File: src/rtl/intersection_phase_scheduler_if.sv
// Request, configuration and lamp/status bundle between the input
// synchronizers, the phase scheduler and the light/7-segment decoders.
interface intersection_phase_scheduler_if;
    logic       tick;
    logic       req_country;
    logic       req_ped;
    logic       req_emerg;
    logic [3:0] time_green;
    logic [3:0] time_yellow;
    logic [3:0] time_ped;
    logic [2:0] phase;
    logic       highway_red;
    logic       highway_yellow;
    logic       highway_green;
    logic       country_red;
    logic       country_yellow;
    logic       country_green;
    logic       walk;
    logic [3:0] remaining;
    logic       grant_country;
    logic       grant_ped;

    modport master (
        output tick, req_country, req_ped, req_emerg,
        output time_green, time_yellow, time_ped,
        input  phase, highway_red, highway_yellow, highway_green,
        input  country_red, country_yellow, country_green, walk,
        input  remaining, grant_country, grant_ped
    );

    modport slave (
        input  tick, req_country, req_ped, req_emerg,
        input  time_green, time_yellow, time_ped,
        output phase, highway_red, highway_yellow, highway_green,
        output country_red, country_yellow, country_green, walk,
        output remaining, grant_country, grant_ped
    );
endinterface

File: src/rtl/intersection_phase_scheduler.sv
// Phase sequencer and request arbiter for a highway/country-road crossing
// with a pedestrian walk phase; lamps and counter come from registers only.
module intersection_phase_scheduler (
    input logic                           clock,
    input logic                           reset,
    intersection_phase_scheduler_if.slave bus
);
    typedef enum logic [2:0] {
        HG = 3'd0,
        HY = 3'd1,
        AR = 3'd2,
        CG = 3'd3,
        CY = 3'd4,
        PW = 3'd5
    } state_t;

    state_t     state_q, state_d;
    logic [3:0] remaining_q, remaining_d;
    logic       pend_country_q, pend_ped_q;
    logic       last_served_q, from_side_q;
    logic       grant_country_q, grant_ped_q;
    logic       done, change, enter_cg, enter_pw, enter_ar;

    // A zero duration would stall the phase forever, so it saturates to one tick.
    function automatic logic [3:0] entry_value(input logic [3:0] cfg);
        return (cfg == 4'd0) ? 4'd1 : cfg;
    endfunction

    assign done     = (remaining_q == 4'd0);
    assign change   = (state_d != state_q);
    assign enter_cg = change && (state_d == CG);
    assign enter_pw = change && (state_d == PW);
    assign enter_ar = change && (state_d == AR);

    always_comb begin
        state_d = state_q;
        case (state_q)
            HG: if (done && (pend_country_q || pend_ped_q) && !bus.req_emerg) state_d = HY;
            HY: if (done) state_d = AR;
            AR: if (done) begin
                    // After a side service the highway always gets a turn first.
                    if (bus.req_emerg || from_side_q)       state_d = HG;
                    else if (pend_country_q && pend_ped_q)  state_d = last_served_q ? CG : PW;
                    else if (pend_country_q)                state_d = CG;
                    else if (pend_ped_q)                    state_d = PW;
                    else                                    state_d = HG;
                end
            CG: if (done || bus.req_emerg) state_d = CY;
            CY: if (done) state_d = AR;
            PW: if (done || bus.req_emerg) state_d = AR;
            default: state_d = HG;
        endcase
    end

    // A state change reloads the counter; a tick on that same edge is dropped.
    always_comb begin
        remaining_d = remaining_q;
        if (change) begin
            case (state_d)
                HG, CG:  remaining_d = entry_value(bus.time_green);
                HY, CY:  remaining_d = entry_value(bus.time_yellow);
                AR:      remaining_d = 4'd1;
                PW:      remaining_d = entry_value(bus.time_ped);
                default: remaining_d = entry_value(bus.time_green);
            endcase
        end else if (bus.tick && !done) begin
            remaining_d = remaining_q - 4'd1;
        end
    end

    always_ff @(posedge clock or posedge reset) begin
        if (reset) begin
            state_q         <= HG;
            remaining_q     <= 4'd0;
            pend_country_q  <= 1'b0;
            pend_ped_q      <= 1'b0;
            last_served_q   <= 1'b0;
            from_side_q     <= 1'b0;
            grant_country_q <= 1'b0;
            grant_ped_q     <= 1'b0;
        end else begin
            state_q         <= state_d;
            remaining_q     <= remaining_d;
            pend_country_q  <= enter_cg ? 1'b0
                             : (pend_country_q || (bus.req_country && state_q != CG));
            pend_ped_q      <= enter_pw ? 1'b0
                             : (pend_ped_q || (bus.req_ped && state_q != PW));
            grant_country_q <= enter_cg;
            grant_ped_q     <= enter_pw;
            if (enter_cg) last_served_q <= 1'b0;
            if (enter_pw) last_served_q <= 1'b1;
            if (enter_ar) from_side_q <= (state_q == CY) || (state_q == PW);
        end
    end

    always_comb begin
        bus.highway_red    = 1'b1;
        bus.highway_yellow = 1'b0;
        bus.highway_green  = 1'b0;
        bus.country_red    = 1'b1;
        bus.country_yellow = 1'b0;
        bus.country_green  = 1'b0;
        bus.walk           = 1'b0;
        case (state_q)
            HG: begin bus.highway_red = 1'b0; bus.highway_green  = 1'b1; end
            HY: begin bus.highway_red = 1'b0; bus.highway_yellow = 1'b1; end
            CG: begin bus.country_red = 1'b0; bus.country_green  = 1'b1; end
            CY: begin bus.country_red = 1'b0; bus.country_yellow = 1'b1; end
            PW: bus.walk = 1'b1;
            default: ;
        endcase
    end

    assign bus.phase         = state_q;
    assign bus.remaining     = remaining_q;
    assign bus.grant_country = grant_country_q;
    assign bus.grant_ped     = grant_ped_q;
endmodule

File: src/flat_wrapper.sv
// flat-port wrapper written by rule: the top's interface ports become plain ports
module intersection_phase_scheduler_flat 
  (clock, reset, bus_tick, bus_req_country, bus_req_ped, bus_req_emerg, bus_time_green, bus_time_yellow, bus_time_ped, bus_phase, bus_highway_red, bus_highway_yellow, bus_highway_green, bus_country_red, bus_country_yellow, bus_country_green, bus_walk, bus_remaining, bus_grant_country, bus_grant_ped);
  intersection_phase_scheduler_if bus_i ();
  input logic clock;
  input logic reset;
  input wire logic [$bits(bus_i.tick)-1:0] bus_tick;
  input wire logic [$bits(bus_i.req_country)-1:0] bus_req_country;
  input wire logic [$bits(bus_i.req_ped)-1:0] bus_req_ped;
  input wire logic [$bits(bus_i.req_emerg)-1:0] bus_req_emerg;
  input wire logic [$bits(bus_i.time_green)-1:0] bus_time_green;
  input wire logic [$bits(bus_i.time_yellow)-1:0] bus_time_yellow;
  input wire logic [$bits(bus_i.time_ped)-1:0] bus_time_ped;
  output wire logic [$bits(bus_i.phase)-1:0] bus_phase;
  output wire logic [$bits(bus_i.highway_red)-1:0] bus_highway_red;
  output wire logic [$bits(bus_i.highway_yellow)-1:0] bus_highway_yellow;
  output wire logic [$bits(bus_i.highway_green)-1:0] bus_highway_green;
  output wire logic [$bits(bus_i.country_red)-1:0] bus_country_red;
  output wire logic [$bits(bus_i.country_yellow)-1:0] bus_country_yellow;
  output wire logic [$bits(bus_i.country_green)-1:0] bus_country_green;
  output wire logic [$bits(bus_i.walk)-1:0] bus_walk;
  output wire logic [$bits(bus_i.remaining)-1:0] bus_remaining;
  output wire logic [$bits(bus_i.grant_country)-1:0] bus_grant_country;
  output wire logic [$bits(bus_i.grant_ped)-1:0] bus_grant_ped;
  assign bus_i.tick = bus_tick;
  assign bus_i.req_country = bus_req_country;
  assign bus_i.req_ped = bus_req_ped;
  assign bus_i.req_emerg = bus_req_emerg;
  assign bus_i.time_green = bus_time_green;
  assign bus_i.time_yellow = bus_time_yellow;
  assign bus_i.time_ped = bus_time_ped;
  assign bus_phase = bus_i.phase;
  assign bus_highway_red = bus_i.highway_red;
  assign bus_highway_yellow = bus_i.highway_yellow;
  assign bus_highway_green = bus_i.highway_green;
  assign bus_country_red = bus_i.country_red;
  assign bus_country_yellow = bus_i.country_yellow;
  assign bus_country_green = bus_i.country_green;
  assign bus_walk = bus_i.walk;
  assign bus_remaining = bus_i.remaining;
  assign bus_grant_country = bus_i.grant_country;
  assign bus_grant_ped = bus_i.grant_ped;
  intersection_phase_scheduler u_core (.clock(clock), .reset(reset), .bus(bus_i));
endmodule
File: config.mk
export PLATFORM = sky130hd
export DESIGN_NAME = intersection_phase_scheduler_flat
export DESIGN_NICKNAME = d
export VERILOG_FILES = /design/src/rtl/intersection_phase_scheduler_if.sv /design/src/rtl/intersection_phase_scheduler.sv /design/src/flat_wrapper.sv
export SDC_FILE = /design/constraint.sdc
export NUM_CORES = 1
export LEC_CHECK = 0
export ABC_AREA = 1
export CAP_MARGIN = 40
export CORE_MARGIN = 4
export CORE_UTILIZATION = 49
export DETAILED_ROUTE_END_ITERATION = 16
export PLACE_DENSITY_LB_ADDON = 0.25
export SETUP_SLACK_MARGIN = 0.5
export SYNTH_ARGS = -nofsm -noshare
export SYNTH_HDL_FRONTEND = slang
export SYNTH_SLANG_ARGS = --single-unit
File: constraint.sdc
create_clock -name clock -period 4.52 [get_ports clock]
set_clock_uncertainty 0.15 [all_clocks]
set_input_delay 0.904 -clock clock [delete_from_list [all_inputs] [get_ports clock]]
set_output_delay 0.904 -clock clock [all_outputs]
set_load 0.005 [all_outputs]
Word-level counts from Yosys, hierarchy flattened
Index checks and enable logic that the tools add are counted.
{"block": "word_totals", "register_bits": 13, "wordCells": 78}
{"block": "classes", "n_addsub": 1, "eq_ne": 13, "n_mux": 28, "n_reduce_logical": 28}
{"cell": "two-way mux 3 bit", "count": 10}
{"cell": "two-way mux 4 bit", "count": 5}
{"cell": "logical NOT 4 bit", "count": 4}
{"cell": "one-hot mux 3 bit (5 select lines)", "count": 1}
{"cell": "equality test 3 x 2 -> 1 bit, second input constant", "count": 4}
{"cell": "equality test 3 bit, second input constant", "count": 4}
{"cell": "one-hot mux 4 bit (3 select lines)", "count": 1}
{"cell": "two-way mux 1 bit", "count": 11}
{"cell": "logical AND 1 bit", "count": 9}
{"cell": "OR reduction 2 bit", "count": 4}
{"cell": "equality test 3 x 1 -> 1 bit, second input constant", "count": 2}
{"cell": "logical OR 1 bit", "count": 6}
{"cell": "nonzero test 2 bit", "count": 2}
{"cell": "subtractor 4 x 1 -> 4 bit, second input constant", "count": 1}
{"cell": "logical NOT 3 bit", "count": 1}
{"cell": "inequality test 3 x 2 -> 1 bit, second input constant", "count": 1}
{"cell": "inequality test 3 bit", "count": 1}
{"cell": "inequality test 3 bit, second input constant", "count": 1}
{"cell": "logical NOT 1 bit", "count": 2}

Logic depth before layout (Yosys ltp)
{"block": "depth", "ltp_word": 10, "ltp_mapped": 16}

Worst setup path before layout
Ideal clock, no wire load.
{"block": "synth_path", "path_kind": "in2reg", "start": "input bus_req_emerg", "end": "register u_core.pend_country_q", "t_arrival_ps": 1944, "path_slack_ps": 2309, "stages": 12, "n_path_buf": 0, "path_cell_list": "nor2_1 > nand3_1 > nand2_1 > nand2_1 > nand2_1 > nand2_1 > a21oi_2 > nor2_1 > nand2_2 > nand3_1 > o21ai_1 > inv_1"}
{"block": "synth_between", "elab_chain_cells": 7, "elab_cells_between_ends": 14}
{"item": "from (decl)", "line": "flat_wrapper.sv:10", "text": "input wire logic [$bits(bus_i.req_emerg)-1:0] bus_req_emerg;"}
{"item": "logical OR 1 bit / logical NOT 1 bit (equally long branches)", "line": "intersection_phase_scheduler.sv:42, intersection_phase_scheduler.sv:38"}
{"item": "two-way mux 3 bit / logical AND 1 bit (equally long branches)", "line": "intersection_phase_scheduler.sv:42, intersection_phase_scheduler.sv:38"}
{"item": "two-way mux 3 bit, on equally long branches", "line": "intersection_phase_scheduler.sv:40, intersection_phase_scheduler.sv:38"}
{"item": "one-hot mux 3 bit (5 select lines) (*)", "line": "intersection_phase_scheduler.sv:37", "text": "case (state_q)"}
{"item": "inequality test 3 bit / equality test 3 x 2 -> 1 bit (equally long branches)", "line": "intersection_phase_scheduler.sv:30, intersection_phase_scheduler.sv:31"}
{"item": "logical AND 1 bit (*)", "line": "intersection_phase_scheduler.sv:31", "text": "assign enter_cg = change && (state_d == CG);"}
{"item": "two-way mux 1 bit (*)", "line": "intersection_phase_scheduler.sv:84", "text": "pend_country_q <= enter_cg ? 1'b0"}
{"item": "to (signal assigned)", "line": "intersection_phase_scheduler.sv:84"}
{"item": "to (decl)", "line": "intersection_phase_scheduler.sv:19", "text": "logic pend_country_q, pend_ped_q;"}
Every way passes the cells marked *; elsewhere a longest branch is shown, timed or not.
A chain may end at the register's enable or synchronous reset.

Worst setup path in the final report
{"block": "layout_path", "start": "register u_core.state_q[0] (netlist: u_core.bus.phase[0])", "end": "output bus_walk"}
{"block": "layout_between", "elab_chain_cells": 2}
{"item": "from (decl)", "line": "intersection_phase_scheduler.sv:17", "text": "state_t state_q, state_d;"}
{"item": "from (signal assigned)", "line": "intersection_phase_scheduler.sv:82", "text": "state_q <= state_d;"}
{"item": "equality test 3 bit", "line": "intersection_phase_scheduler.sv:104", "text": "case (state_q)"}
{"item": "two-way mux 1 bit", "line": "intersection_phase_scheduler.sv:104"}
{"item": "to (decl)", "line": "flat_wrapper.sv:21", "text": "output wire logic [$bits(bus_i.walk)-1:0] bus_walk;"}
No other way between the ends.

==> flow_metrics.tcl <==
set metrics [dict create \
    vias_per_cell 5.14 \
    grt_pass1_wl_um 4350 \
    cts_num_sinks 13 \
    rsz0062_at_grt "no" \
    slew_violations 0 \
    slowest_delay_ps 560 \
    dieWidth_um 54.0 \
    syn_area_per_cell_sq_um 6.52 \
    multi_input_area_sq_um 588 \
    htreeDepth 1 \
    coreArea_sq_um 1980 \
    diodes 0 \
    nFillCells 170 \
    cts_setup_buffers 0 \
    p_leak_nw 0.700 \
    cts_made_buffers 3 \
    dp_slack_ps 1640 \
    slew-limit-headroom 0.644 \
    grt_pass1_vias 1069 \
    initialDrtViolationCount 24 \
    layout-drive-gt1-share 0.164 \
    cp.arrival_ps 1730 \
    cts_hold_buf 0 \
    fmax_ghz 0.360 \
    area_growth_pct 36.9 \
    portBuffers 33 \
    worst_pin_slew_ps 534 \
    yosysWarnings 0 \
    synthDistinctLibCells 24 \
    clk_path_buf_depth 2 \
    tns_ps 0 \
    regArea_sq_um 325 \
    cts.reportedPaths.clkPinSlew_ps 80 \
    finalWorstSetupSlack_ps 1740 \
    grt_max_degree 14 \
    hold_path_class "reg -> reg" \
    finalHoldViolations 0 \
    routabilityCongestion 0.933 \
    drcViolationCount 0 \
    powerDensity_nw_per_um2 777 \
    fin_crit_sh 0.615 \
    status "finished, final reports clean" \
    crit_chain "inv_2 > nor2_2 > clkdlybuf4s50_1" \
    grt_overflow 0 \
    cts-root-buf "clkbuf_4" \
    path_class "reg -> out" \
    final_antenna_net_count 0 \
    vias 1141 \
    start_util 0.523 \
    grt_antenna_before_repair 0 \
    num-nets-final 215 \
    drt-total-wl_um 2760 \
    final_util 0.717 \
    setup_viol 0 \
    cp_slowest_cell "dfrtp_1" \
    tritoncts "done" \
    maxCapViolations 0 \
    io_pins 34 \
    fp.dieH_um 54.0 \
    cp-end-kind "primary output" \
    wl_per_cell_um 12.4 \
    design.die.area_sq_um 2920 \
    peakVddDrop_mv 0.436 \
    ys_seq_elements 13 \
    num_rows 16 \
    cp_data_required_time_ps 3470 \
    syn_inst 159 \
    setup.worst_path.start_class "flop" \
    clkLatencyLatePin_ps 290 \
    yosysSeqAreaShare 0.314 \
    hpwl_um 2250 \
    path_max_fanout 8 \
    fin_crit_ps 2780 \
    netlist_area_sq_um 1040 \
    cts-resized-gates 0 \
    firstDrtPassIters 4 \
    grt_usage 0.209 \
    syn_nets 178 \
    finalPower_w 0.00110 \
]
## through the flow
stage | instance area (sq um) | hold slack [ps] | std cells
after detailed placement | 1390 | 378 | 218
after global placement | 1390 | 373 | 218
after CTS | 1420 | 400 | 222
after global routing | 1420 | 425 | 222
after floorplan | 1040 | 345 | 159
final | 1420 | 397 | 222
## worst max-delay path, delay by kind of cell (launching register included)
family	cells	cell delay, ps
buf+inv	2	670
flops	1	560
simple gates	1	210
## kinds of logic after synthesis
kind of cell,synth area share
adders and majority gates,0.0121
buffers and inverters,0.119
DFF,0.314
AOI/OAI and AO/OA,0.0965
and+or+nand+nor,0.417
xor gates and xnor gates,0.0410
## registers in the layout (all words and copies together) (netlist names)
name and cells:
u_core.bus.grant_country 1, u_core.bus.grant_ped 1, u_core.bus.phase 3, u_core.bus.remaining 4, u_core.from_side_q 1, u_core.last_served_q 1
u_core.pend_country_q 1, u_core.pend_ped_q 1
## cell usage after synthesis (all sizes together)
cell type  instances  share of area
a21oi              8          0.046
buf                1         0.0072
dfrtp             13           0.31
ha                 1          0.012
inv               31           0.11
nand2             49           0.19
nand3             13          0.068
nand4              3          0.018
nor2              20          0.096
nor3               5          0.035
o21ai              9          0.043
o21bai             1         0.0072
or2                1         0.0060
xnor2              1         0.0084
xor2               3          0.033
## layer usage
layer  vias up  part of all wire  track usage
met5         -                 0            0
met2        42              0.55        0.417
met4         0             0.025       0.0954
met3         9             0.057       0.0388
li1        568                 -            -
met1       522              0.37        0.202
## power by group
part	internal (W)	switching [W]
clock network	0.0000344	0.0000428
registers	0.000168	0.0000610
logic	0.000347	0.000450
## cells in the final DEF (no fill, tap or decap)
cell / instances
nand3_2: 1
a21oi_1: 6
inv_1: 21
clkbuf_4: 3
or2_2: 1
nor2_1: 14
a21oi_2: 2
nand4_1: 3
clkdlybuf4s50_1: 33
nand2_1: 42
nor2_4: 2
dfrtp_1: 13
inv_2: 10
xor2_2: 1
o21bai_1: 1
xor2_1: 2
o21ai_0: 2
xnor2_1: 1
o21ai_1: 7
nand2_2: 7
nor2_2: 4
nor3_4: 1
nor3_1: 4
nand3_1: 12
ha_1: 1
clkbuf_1: 1
## layout make-up
cell class                 instances  area share
clock buffer                       4      0.0185
inverter                          31      0.0819
multi-input combinational        114       0.414
sequential                        13       0.229
tap                               27      0.0238
timing repair buffer              33       0.233
## final timing paths
check / start / to / slack (ps) / depth (start not counted)
worst max-delay path: u_core.bus.phase[0] / bus_walk / 1740 / 3
worst min-delay path: u_core.bus.remaining[1] / u_core.bus.remaining[1] / 400 / 2
worst max register to register: u_core.bus.remaining[0] / u_core.bus.remaining[0] / 2220 / 13
worst min register to register: u_core.bus.remaining[1] / u_core.bus.remaining[1] / 400 / 2
max in group asynchronous: reset / u_core.bus.remaining[0] / 3070 / 2
min in group asynchronous: reset / u_core.last_served_q / 790 / 2
Note: power is estimated with default switching activity, not from simulation.
